File: config.mk
export PLATFORM = sky130hd
export DESIGN_NAME = kvs_c2h_packetizer
export DESIGN_NICKNAME = d
export VERILOG_FILES = /design/src/rtl/kvs_c2h_packetizer.sv
export SDC_FILE = /design/constraint.sdc
export NUM_CORES = 1
export LEC_CHECK = 0
export BUFFER_PORTS_ARGS = -buffer_cell sky130_fd_sc_hd__buf_4
export CELL_PAD_IN_SITES_DETAIL_PLACEMENT = 0
export CELL_PAD_IN_SITES_GLOBAL_PLACEMENT = 1
export CORE_AREA = 2 2 255 257
export DETAILED_ROUTE_END_ITERATION = 10
export DIE_AREA = 0 0 257 259
export PLACE_DENSITY = 0.66
export SETUP_SLACK_MARGIN = 0.5
export SLEW_MARGIN = 10
export SYNTH_ARGS = -nofsm -noshare
export SYNTH_HDL_FRONTEND = slang
export SYNTH_SLANG_ARGS = --single-unit
File: constraint.sdc
create_clock -name TX_clk -period 3.9 [get_ports TX_clk]
set_input_delay 0.195 -clock TX_clk [delete_from_list [all_inputs] [get_ports TX_clk]]
set_output_delay 0.195 -clock TX_clk [all_outputs]
set_load 0.02 [all_outputs]
File: src/rtl/kvs_c2h_packetizer.sv
// kvs_c2h_packetizer: frames one KVS response (header descriptor + value stream)
// into a C2H AXI-Stream packet: a 256-bit header beat, value beats, exact last tkeep.
module kvs_c2h_packetizer #(
  parameter int unsigned DATA_WIDTH = 256,
  parameter logic [31:0] MAGIC      = 32'h4C45474F
) (
  input  logic                    TX_clk,
  input  logic                    TX_rst_n,
  input  logic                    hdr_valid,
  output logic                    hdr_ready,
  input  logic [7:0]              hdr_opcode,
  input  logic [7:0]              hdr_status,
  input  logic [15:0]             hdr_len,
  input  logic [31:0]             hdr_seq,
  input  logic                    val_tvalid,
  output logic                    val_tready,
  input  logic [DATA_WIDTH-1:0]   val_tdata,
  input  logic                    val_tlast,
  output logic                    TX_tvalid,
  input  logic                    TX_tready,
  output logic [DATA_WIDTH-1:0]   TX_tdata,
  output logic [DATA_WIDTH/8-1:0] TX_tkeep,
  output logic                    TX_tlast,
  output logic [31:0]             pkt_count,
  output logic                    len_err
);

  localparam int unsigned KEEP_W = DATA_WIDTH / 8;
  localparam int unsigned BEAT_W = 12;
  localparam int unsigned LEN_W  = 16;
  localparam int unsigned RSV_W  = DATA_WIDTH - 96;

  typedef enum logic [1:0] {S_IDLE, S_DATA, S_DRAIN} state_t;

  typedef struct packed {
    logic [RSV_W-1:0] rsvd;
    logic [31:0]      magic;
    logic [31:0]      seq;
    logic [LEN_W-1:0] len;
    logic [7:0]       status;
    logic [7:0]       opcode;
  } c2h_hdr_t;

  state_t                state, state_d;
  logic [BEAT_W-1:0]     beats_left, beats_left_d;
  logic [4:0]            len_lo, len_lo_d;
  logic                  tvalid_d, tlast_d, len_err_d;
  logic [DATA_WIDTH-1:0] tdata_d;
  logic [KEEP_W-1:0]     tkeep_d, keep_last;
  logic                  out_free;
  c2h_hdr_t              hdr_beat;

  assign out_free = !TX_tvalid || TX_tready;

  // Header beat assembled straight from the descriptor inputs
  always_comb begin
    hdr_beat        = '0;
    hdr_beat.opcode = hdr_opcode;
    hdr_beat.status = hdr_status;
    hdr_beat.len    = hdr_len;
    hdr_beat.seq    = hdr_seq;
    hdr_beat.magic  = MAGIC;
  end

  // Byte enables for the final value beat; a residue of 0 means a full beat
  always_comb begin
    if (len_lo == 5'd0) keep_last = '1;
    else                keep_last = KEEP_W'((33'd1 << len_lo) - 33'd1);
  end

  // Next-state, output-register load and ready generation
  always_comb begin
    state_d      = state;
    beats_left_d = beats_left;
    len_lo_d     = len_lo;
    len_err_d    = len_err;
    tvalid_d     = TX_tvalid && !TX_tready;
    tdata_d      = TX_tdata;
    tkeep_d      = TX_tkeep;
    tlast_d      = TX_tlast;
    hdr_ready    = 1'b0;
    val_tready   = 1'b0;

    unique case (state)
      S_IDLE: begin
        hdr_ready = out_free;
        if (hdr_valid && out_free) begin
          tvalid_d     = 1'b1;
          tdata_d      = hdr_beat;
          tkeep_d      = '1;
          tlast_d      = (hdr_len == 16'd0);
          len_lo_d     = hdr_len[4:0];
          beats_left_d = BEAT_W'((17'(hdr_len) + 17'd31) >> 5);
          state_d      = (hdr_len == 16'd0) ? S_IDLE : S_DATA;
        end
      end
      S_DATA: begin
        val_tready = out_free;
        if (val_tvalid && out_free) begin
          tvalid_d     = 1'b1;
          tdata_d      = val_tdata;
          beats_left_d = beats_left - BEAT_W'(1);
          if (beats_left == BEAT_W'(1)) begin
            tlast_d = 1'b1;
            tkeep_d = keep_last;
            if (val_tlast) begin
              state_d = S_IDLE;
            end else begin
              len_err_d = 1'b1;
              state_d   = S_DRAIN;
            end
          end else if (val_tlast) begin
            // Short stream: close the packet on this beat
            tlast_d   = 1'b1;
            tkeep_d   = '1;
            len_err_d = 1'b1;
            state_d   = S_IDLE;
          end else begin
            tlast_d = 1'b0;
            tkeep_d = '1;
          end
        end
      end
      S_DRAIN: begin
        val_tready = 1'b1;
        if (val_tvalid && val_tlast) state_d = S_IDLE;
      end
      default: state_d = S_IDLE;
    endcase

    // Readies stay low while reset is held
    hdr_ready  = hdr_ready && TX_rst_n;
    val_tready = val_tready && TX_rst_n;
  end

  // State and output registers
  always_ff @(posedge TX_clk or negedge TX_rst_n) begin
    if (!TX_rst_n) begin
      state      <= S_IDLE;
      beats_left <= '0;
      len_lo     <= '0;
      len_err    <= 1'b0;
      TX_tvalid  <= 1'b0;
      TX_tdata   <= '0;
      TX_tkeep   <= '0;
      TX_tlast   <= 1'b0;
      pkt_count  <= '0;
    end else begin
      state      <= state_d;
      beats_left <= beats_left_d;
      len_lo     <= len_lo_d;
      len_err    <= len_err_d;
      TX_tvalid  <= tvalid_d;
      TX_tdata   <= tdata_d;
      TX_tkeep   <= tkeep_d;
      TX_tlast   <= tlast_d;
      if (TX_tvalid && TX_tready && TX_tlast) pkt_count <= pkt_count + 32'd1;
    end
  end

endmodule

==> Word level (Yosys, flattened, before mapping) <==
Index checks and enable logic that the tools add are counted.
{ "op_classes": {"n_addsub": 4, "mul": 0, "n_div": 0, "n_lt_le_gt_ge": 0, "eq_ne": 8, "shifts": 1, "muxes": 32, "n_bitwise": 0, "n_reduce_logical": 20} }
{ "op_table": {"columns": ["op", "count"], "rows": [
  ["2-to-1 mux 256 bit", 2],
  ["one-hot mux 256 bit (2 select lines)", 1],
  ["2-to-1 mux 32 bit", 4],
  ["one-hot mux 32 bit (2 select lines)", 1],
  ["adder 32 x 1 -> 32 bit (second input constant)", 1],
  ["<< shifter 1 x 5 -> 32 bit (first input constant)", 1],
  ["subtractor 32 x 1 -> 32 bit (second input constant)", 1],
  ["2-to-1 mux 12 bit", 2],
  ["one-hot mux 12 bit (2 select lines)", 1],
  ["adder 16 x 5 -> 17 bit (second input constant)", 1],
  ["zero test 16 bit", 1],
  ["== test 12 x 1 -> 1 bit (second input constant)", 1],
  ["2-to-1 mux 2 bit", 6],
  ["subtractor 12 x 1 -> 12 bit (second input constant)", 1],
  ["2-to-1 mux 1 bit", 11],
  ["logical AND 1 bit", 8],
  ["inequality test 2 bit (second input constant)", 4],
  ["AND reduction 4 bit", 2],
  ["one-hot mux 1 bit (2 select lines)", 3],
  ["one-hot mux 2 bit (3 select lines)", 1],
  ["zero test 5 bit", 1],
  ["nonzero test 2 bit", 2],
  ["inequality test 3 bit (second input constant)", 1],
  ["AND reduction 3 bit", 1],
  ["other kinds (6)", 7]
]} }
{ "word_totals": {"reg_bits": 342, "latchBits": 0, "ram_bits": 0, "romBits": 0, "out_inout_bits": 325, "elab_cells": 74, "n_memories": 0} }

==> Longest topological paths before layout <==
Gate-level depths: netlist of the first run.
{ "logic_depth": {"word_depth": 6, "mapped_depth": 10, "depth_no_buf": 9} }

==> Worst setup path before layout of the first run <==
OpenSTA, ideal clock, no wires.
{ "synth_path": {"kind": "reg2reg", "start": "reg beats_left[9]", "end": "reg state[0]", "setup_time_ns": 0.127, "t_arrival_ns": 2.372, "setup_slack_ns": 1.401, "path_stages_with_launch": 8, "path_buffers": 0, "period_less_slack_ns": 2.499, "cell_sequence": "dfrtp_1 or4_4 or4_4 ha_1 a22o_1 or3_1 nand2_1 o21ai_0"} }
{ "synth_via": {"elab_chain_cells": 4, "elab_cells_between_ends": 6} }
{ "synth_lines": {"columns": ["item", "line", "source"], "rows": [
  ["from (decl)", "45", "logic [BEAT_W-1:0] beats_left, beats_left_d;"],
  ["from (signal assigned)", "150", "beats_left <= beats_left_d;"],
  ["== test 12 x 1 -> 1 bit (*)", "103", "if (beats_left == BEAT_W'(1)) begin"],
  ["2-to-1 mux 2 bit", "103", null],
  ["2-to-1 mux 2 bit", "99", "if (val_tvalid && out_free) begin"],
  ["one-hot mux 2 bit (3 select lines)", "84", "unique case (state)"],
  ["to (signal assigned)", "149", "state <= state_d;"],
  ["to (decl)", "44", "state_t state, state_d;"]
]} }
Every way passes the cells marked *; elsewhere a longest branch is shown, timed or not. The select of a mux whose other input is x is not followed.
A chain may end at the register's enable or synchronous reset.

==> Final worst setup path of the first run <==
{ "layout_path": {"start": "reg len_lo[4]", "end": "reg TX_tkeep[20]"} }
{ "layout_via": {"elab_chain_cells": 6, "elab_cells_between_ends": 7} }
{ "layout_lines": {"columns": ["item", "line", "source"], "rows": [
  ["from (decl)", "46", "logic [4:0] len_lo, len_lo_d;"],
  ["from (signal assigned)", "151", "len_lo <= len_lo_d;"],
  ["<< shifter 1 x 5 -> 32 bit", "68", "else keep_last = KEEP_W'((33'd1 << len_lo) - 33'd1);"],
  ["subtractor 32 x 1 -> 32 bit", "68", null],
  ["2-to-1 mux 32 bit (*)", "67", "if (len_lo == 5'd0) keep_last = '1;"],
  ["2-to-1 mux 32 bit (*)", "103", null],
  ["2-to-1 mux 32 bit (*)", "99", null],
  ["one-hot mux 32 bit (2 select lines) (*)", "84", null],
  ["to (signal assigned)", "155", "TX_tkeep <= tkeep_d;"],
  ["to (decl)", "22", "output logic [DATA_WIDTH/8-1:0] TX_tkeep,"]
]} }
Marked as above.

==> results.cfg, run 1 <==
[final_layout]
drive_above_1_share_pct = 35.4
final_util_pct = 38.6
final_common_cell = buf_4
fill_cells = 6108
layout_common_cells = buf_4, dfrtp_1, dlygate4sd3_1
syn_to_final_growth_pct = 73.9
fin_nets = 2482

[yosys]
synth_top_family_by_area = compound AO/OA/AOI/OAI gates
yosys.area_share.simple_pct = 9.13
syn-num-nets = 1533
synth-seq-cells = 342
synth_compound_area_share_pct = 19.0
synthMuxAreaShare_pct = 5.15
synthAdderAreaFrac_pct = 0.795
synth_cells = 1198
synth_top_flop_cell = dfrtp_1
synthesis.area_um2 = 14200
ys_warn_count = 0
synth_edf_count = 0
ys_types = 57
yosysSeqAreaShare_pct = 60.4
postSynthAreaPerCell_um2 = 11.8
synthXorXnorAreaFrac_pct = 2.66
async_flop_share_pct = 100

[clock_network]
clock_sinks = 342
htreeDepth = 2
cts_buffers = 40
path_clk_slew_ps = 60
root_buffer = clkbuf_16
cts_buffer_depth = 3
clk_latency_ps = 550
cts_tree = done

[grt]
grt_pass1_vias = 14300
antenna_found_initial = 2
grt_util_all_layers_pct = 15.4
grt_max_degree = 118
grt.overflow.total = 0
grt_first_pass_wirelength_um = 82100

[floorplanning]
io_pins = 651
die_area_um2 = 66600
core_um2 = 63900
fp.dieH_um = 259
start_util_pct = 22.2
fp-row-count = 93
die_w_um = 257

[timing]
finalMaxSlewViolations = 0
tns_ps = 0
holdWs_ps = 45.4
fin_skew_ps = 13.9
rsz0062_at_grt = no
finalHoldViolCount = 0
fin_crit_sh_pct = 73.9
min_period_ps = 2880
max_freq_mhz = 347
slew_headroom_pct = 39.3
worst_pin_slew_ps = 911
finalSetupViolations = 0

[pwr]
vdd_drop_max_mv = 0.497
leakagePower_nw = 11.7
power-per-cell-area_nw_per_um2 = 753

[critical_path]
crit_chain = nor4_1 > nand2_1 > ha_1 > nor2b_1 > a22oi_1 > o32a_1 > a21oi_1
startpoint = len_lo[4]
worst_path_max_delay_cell = dfrtp_1
start_kind = register
reg2reg_setup_slack_ps = 1020
reg2reg_depth = 7
crit_arrival_ps = 3360
r2r-start = len_lo[4]
cp_max_fo = 27
r2r-end = TX_tkeep[20]
required_ps = 4380
criticalPathCategory = register to register
end_kind = register
cpPeakStageDelay_ps = 670

[routing]
drt_iter0_markers = 779
wirelength_um = 53600
avgRoutedWirePerCell_um = 17.7
route.detailed.drc = 0
dr.pass1.iters = 5
vias = 13400
drtAntennaViolNets = 0
vias_per_cell = 4.41

[hold_path]
min_path_type = input pin to register
min_from = hdr_len[7]
hold_depth = 3
min_to = TX_tdata[23]

[outcome]
status = completed

[place]
post-dp-hpwl_um = 37300
routabilityCongestion = 0.808
port_buffers = 650

[flow_run]
drv_cap = 0
## worst max-delay path by stage
stage / slack [ps] / cells past startpoint / to
floorplan: 1400 / 7 / state[0]
global placement: 1050 / 7 / TX_tkeep[20]
detailed placement: 1010 / 7 / TX_tdata[139]
CTS: 990 / 7 / TX_tdata[159]
global route: 720 / 8 / TX_tkeep[4]
finish: 1020 / 7 / TX_tkeep[20]
## cell families (layout without fill, tap and decap cells)
family / Yosys count / in the layout
AOI/OAI and AO/OA: 361 / 361
xor gates and xnor gates: 43 / 43
adders and majority gates: 9 / 9
buffers and inverters: 101 / 1080
DFF: 342 / 342
muxes: 72 / 72
other: 0 / 1
and+or+nand+nor: 270 / 270
## per-stage QoR
stage	power, mW	std cells	cell area [µm²]	setup slack (ps)
2_1_floorplan	10.5	1198	14200	1400
3_3_place_gp	14.2	2640	20100	1050
3_5_place_dp	14.3	2640	20100	1010
4_1_cts	18.7	3032	24600	988
5_1_grt	19.6	3032	24600	716
6_report	18.6	3033	24600	1020
## worst max-delay path, delay by kind of cell, from the launching register on
| family | cells | cell delay [ps] |
|---|---|---|
| simple gates | 3 | 1060 |
| flops | 1 | 670 |
| fa+ha+maj | 1 | 520 |
| compound gates | 3 | 570 |
## area by class of cell
class / instances / area, µm² / area share (%)
flip-flops and latches: 342 / 8560 / 34.7
repair buffers: 999 / 8400 / 34.1
multi-input cells: 755 / 5240 / 21.3
clock buffers: 58 / 1180 / 4.79
well taps: 855 / 1070 / 4.34
clock inverters: 14 / 156 / 0.635
inverters: 9 / 33.8 / 0.137
diodes: 1 / 2.50 / 0.0102
## state kept, by name, summed over array words and instances, names as in the netlist
name / cells
TX_tdata: 256
TX_tkeep: 32
pkt_count: 32
beats_left: 12
len_lo: 5
state: 2
TX_tlast: 1
TX_tvalid: 1
len_err: 1
## repair_timing
action,in CTS,in global routing
buffers inserted,0,0
hold buffers,320,0
endpoints found under the hold margin,342,0
gates resized for setup,0,0
## synthesized netlist by cell type, types with 2 or more instances
cell type	n	area (µm²)
o21a_1	4	30.0
a21o_1	4	30.0
nor2_1	57	214
nand3b_1	2	15.0
nand4_1	9	56.3
dfrtp_1	342	8560
clkbuf_1	84	315
nor2b_1	6	37.5
nand2b_1	8	50.1
o31ai_1	3	22.5
nand2_1	112	420
ha_1	9	113
or3_1	6	37.5
a21oi_2	5	43.8
o211ai_1	2	15.0
o21ai_0	86	430
xnor2_1	29	254
a22o_1	178	1560
a31oi_1	10	62.6
nand3_1	19	95.1
o22a_1	16	140
a21oi_1	26	130
o32a_1	2	20.0
or4_4	3	33.8
nor4_1	7	43.8
and3_1	18	113
inv_1	9	33.8
and4_1	7	61.3
mux2i_1	65	651
mux2_2	7	78.8
a21boi_0	4	30.0
a22oi_1	5	37.5
o22ai_1	4	25.0
or2_2	3	18.8
nor3_1	7	35.0
o221ai_1	2	17.5
buf_1	4	15.0
xor2_1	14	123
buf_2	2	10.0
## routing by layer
metal	vias to the layer above	part of all wire [%]	GRT usage [%]
met4	2	3.1	5.35
li1	6265	-	-
met5	-	0.024	0
met2	457	50	27.1
met3	113	6.1	3.56
met1	6549	41	18.4
## power breakdown
part / switching (mW) / internal (mW) / total [mW]
logic: 4.73 / 3.93 / 8.66
registers: 1.05 / 4.99 / 6.04
clock network: 1.55 / 2.30 / 3.85
total: 7.33 / 11.2 / 18.6
Power figures use the tool's default switching activity.
==> run 2: changes to the inputs <==
==> constraint.sdc (replaced) <==
create_clock -name TX_clk -period 2.98 [get_ports TX_clk]
set_input_delay 0.149 -clock TX_clk [delete_from_list [all_inputs] [get_ports TX_clk]]
set_output_delay 0.149 -clock TX_clk [all_outputs]
set_load 0.02 [all_outputs]
==> run 2 against run 1 <==
Net effect: final cell count up 0.53%; die area unchanged; cell area rose by 1.2%; utilization increased by 0.48 points; first-iteration DRC count down 20%; flip-flop and latch count stayed put; clock skew increased by 2.4 ps; sequential power increased by 29%; non-clock buffer count is 13 higher; count of clock-buffer cells in the layout grew 3; power up 33%; largest cell class is now buffers.
==> results.cfg, run 2 (synthesized netlist as in run 1, its figures left out) <==
[final_layout]
largest_reg_flops = 256
design_area_um2 = 24900
fill_cells = 6145
final_cells = 3049
layout_common_cells = buf_4, dfrtp_1, dlygate4sd3_1
final_common_cell = buf_4
multiInputGateArea_um2 = 5260
n_antenna_cell = 0
syn_to_final_growth_pct = 76.0
fin_nets = 2497
drive_above_1_share_pct = 36.1
seq_area_um2 = 8560
largest-register = TX_tdata
top_regs = TX_tdata x256, TX_tkeep x32, pkt_count x32

[grt]
grt_first_pass_wirelength_um = 86200
grt.overflow.total = 0
grt_util_all_layers_pct = 16.5
grt_pass1_vias = 14500
antenna_found_initial = 1
grt_max_degree = 111

[clock_network]
root_buffer = clkbuf_16
cts_buffer_depth = 3
clk_latency_ps = 560
path_clk_slew_ps = 60
htreeDepth = 2
clock_sinks = 342
cts_tree = done
cts_buffers = 42

[critical_path]
reg2reg_setup_slack_ps = 490
criticalPathCategory = register to register
cp_top_family = simple AND/OR/NAND/NOR gates
worst_path_max_delay_cell = or4_4
r2r-start = beats_left[6]
crit_buf_inv = 0
required_ps = 3410
r2r-end = state[0]
crit_arrival_ps = 2910
crit_chain = or4_4 > or4_4 > ha_2 > a22o_1 > or3_4 > nand2_1 > o21ai_0
reg2reg_depth = 7
cpPeakStageDelay_ps = 540
end_kind = register
crit_top_cell = or4_4
start_kind = register
cp_max_fo = 4

[floorplanning]
core_um2 = 63900
io_pins = 651
die_w_um = 257
fp.dieH_um = 259
fp-row-count = 93
start_util_pct = 22.2
die_area_um2 = 66600

[timing]
rsz0062_at_grt = yes
finalMaxSlewViolations = 0
worst_pin_slew_ps = 741
max_freq_mhz = 402
tns_ps = 0
slew_headroom_pct = 50.2
fin_crit_sh_pct = 83.4
finalSetupViolations = 0
layout_setup_ws_ps = 495
finalHoldViolCount = 0
fin_skew_ps = 16.3
min_period_ps = 2490

[routing]
vias = 13600
drt_iter0_markers = 622
drtAntennaViolNets = 0
vias_per_cell = 4.45
avgRoutedWirePerCell_um = 18.8
wirelength_um = 57200
dr.pass1.iters = 5
route.detailed.drc = 0

[place]
post-dp-hpwl_um = 40900
post-place-ws_ps = 378
routabilityCongestion = 0.809
dp_cells = 2643
placedInstanceArea_um2 = 20200
port_buffers = 650

[pwr]
power-per-cell-area_nw_per_um2 = 991
leakagePower_nw = 11.9
vdd_drop_max_mv = 0.589
p_switching_mw = 9.85
power_frac_clock_pct = 21.4
p_int_mw = 14.9
p_sw_share_pct = 39.9
combPwrFrac_pct = 47.0
pwr-share-seq_pct = 31.6

[hold_path]
min_to = state[1]
hold_depth = 5
min_path_type = input pin to register
min_from = val_tlast

[outcome]
status = completed

[flow_run]
drv_cap = 0
==> run 2: changes by cell type in the layout (fill, tap and decap cells not counted), sizes merged <==
cell / change
diode: -1
dlygate4sd3: +3
inv: -1
clkinvlp: +2
buf: +10
clkbuf: +3
==> run 2: metal layers <==
layer | vias to the layer above | global-route usage (%) | wire [µm]
met2 | 482 | 29.0 | 29200
met5 | - | 0 | 0
met3 | 96 | 4.32 | 3660
met1 | 6699 | 19.4 | 22500
met4 | 0 | 5.60 | 1810
li1 | 6300 | - | -
==> run 2: power groups by stage <==
stage	Combinational, mW	Sequential, mW	Clock, mW
4_1_cts	11.7	7.78	5.47
3_5_place_dp	11.2	7.77	0
5_1_grt	12.5	8.05	5.63
3_3_place_gp	11.1	7.78	0
2_1_floorplan	3.95	9.75	0
6_report	11.6	7.81	5.30
==> run 2: final cells by class <==
class | instances | share of cell area, %
repair buffers | 1012 | 34.4
inverters | 9 | 0.135
multi-input cells | 755 | 21.1
well taps | 855 | 4.29
flip-flops and latches | 342 | 34.3
clock buffers | 61 | 5.03
clock inverters | 15 | 0.743
==> run 2: how the worst max path moves through the flow <==
stage / start / endpoint / cells after the start
after floorplan: beats_left[4] / state[0] / 7
after global placement: beats_left[4] / state[0] / 7
after detailed placement: beats_left[4] / TX_tkeep[26] / 6
after CTS: beats_left[6] / state[0] / 7
after global routing: beats_left[6] / state[1] / 7
final: beats_left[6] / state[0] / 7
==> run 2: repair_timing <==
item / CTS / global route
hold buffers: 323 / 0
resized for setup: 4 / 6
pin swaps: 2 / 0
endpoints found under the hold margin: 346 / 0
buffers inserted: 5 / 1
gates cloned: 0 / 1
endpoints found under the setup margin: 12 / 19
==> run 2: metrics by stage <==
stage	power [mW]	util, %	hold slack (ps)
after floorplan	13.7	-	-147
after global placement	18.9	31.6	221
after detailed placement	19.0	31.6	222
after CTS	24.9	39.0	60.0
after global routing	26.1	39.0	108
final	24.7	39.0	103
==> run 2: worst reg2reg max path: cells and delay by family, from the launching register on <==
| kind | cells | cell delay [ps] |
|---|---|---|
| AND/OR/NAND/NOR | 4 | 1480 |
| flip-flops | 1 | 380 |
| AO/OA/AOI/OAI | 2 | 290 |
| adder cells (fa/ha/maj) | 1 | 200 |
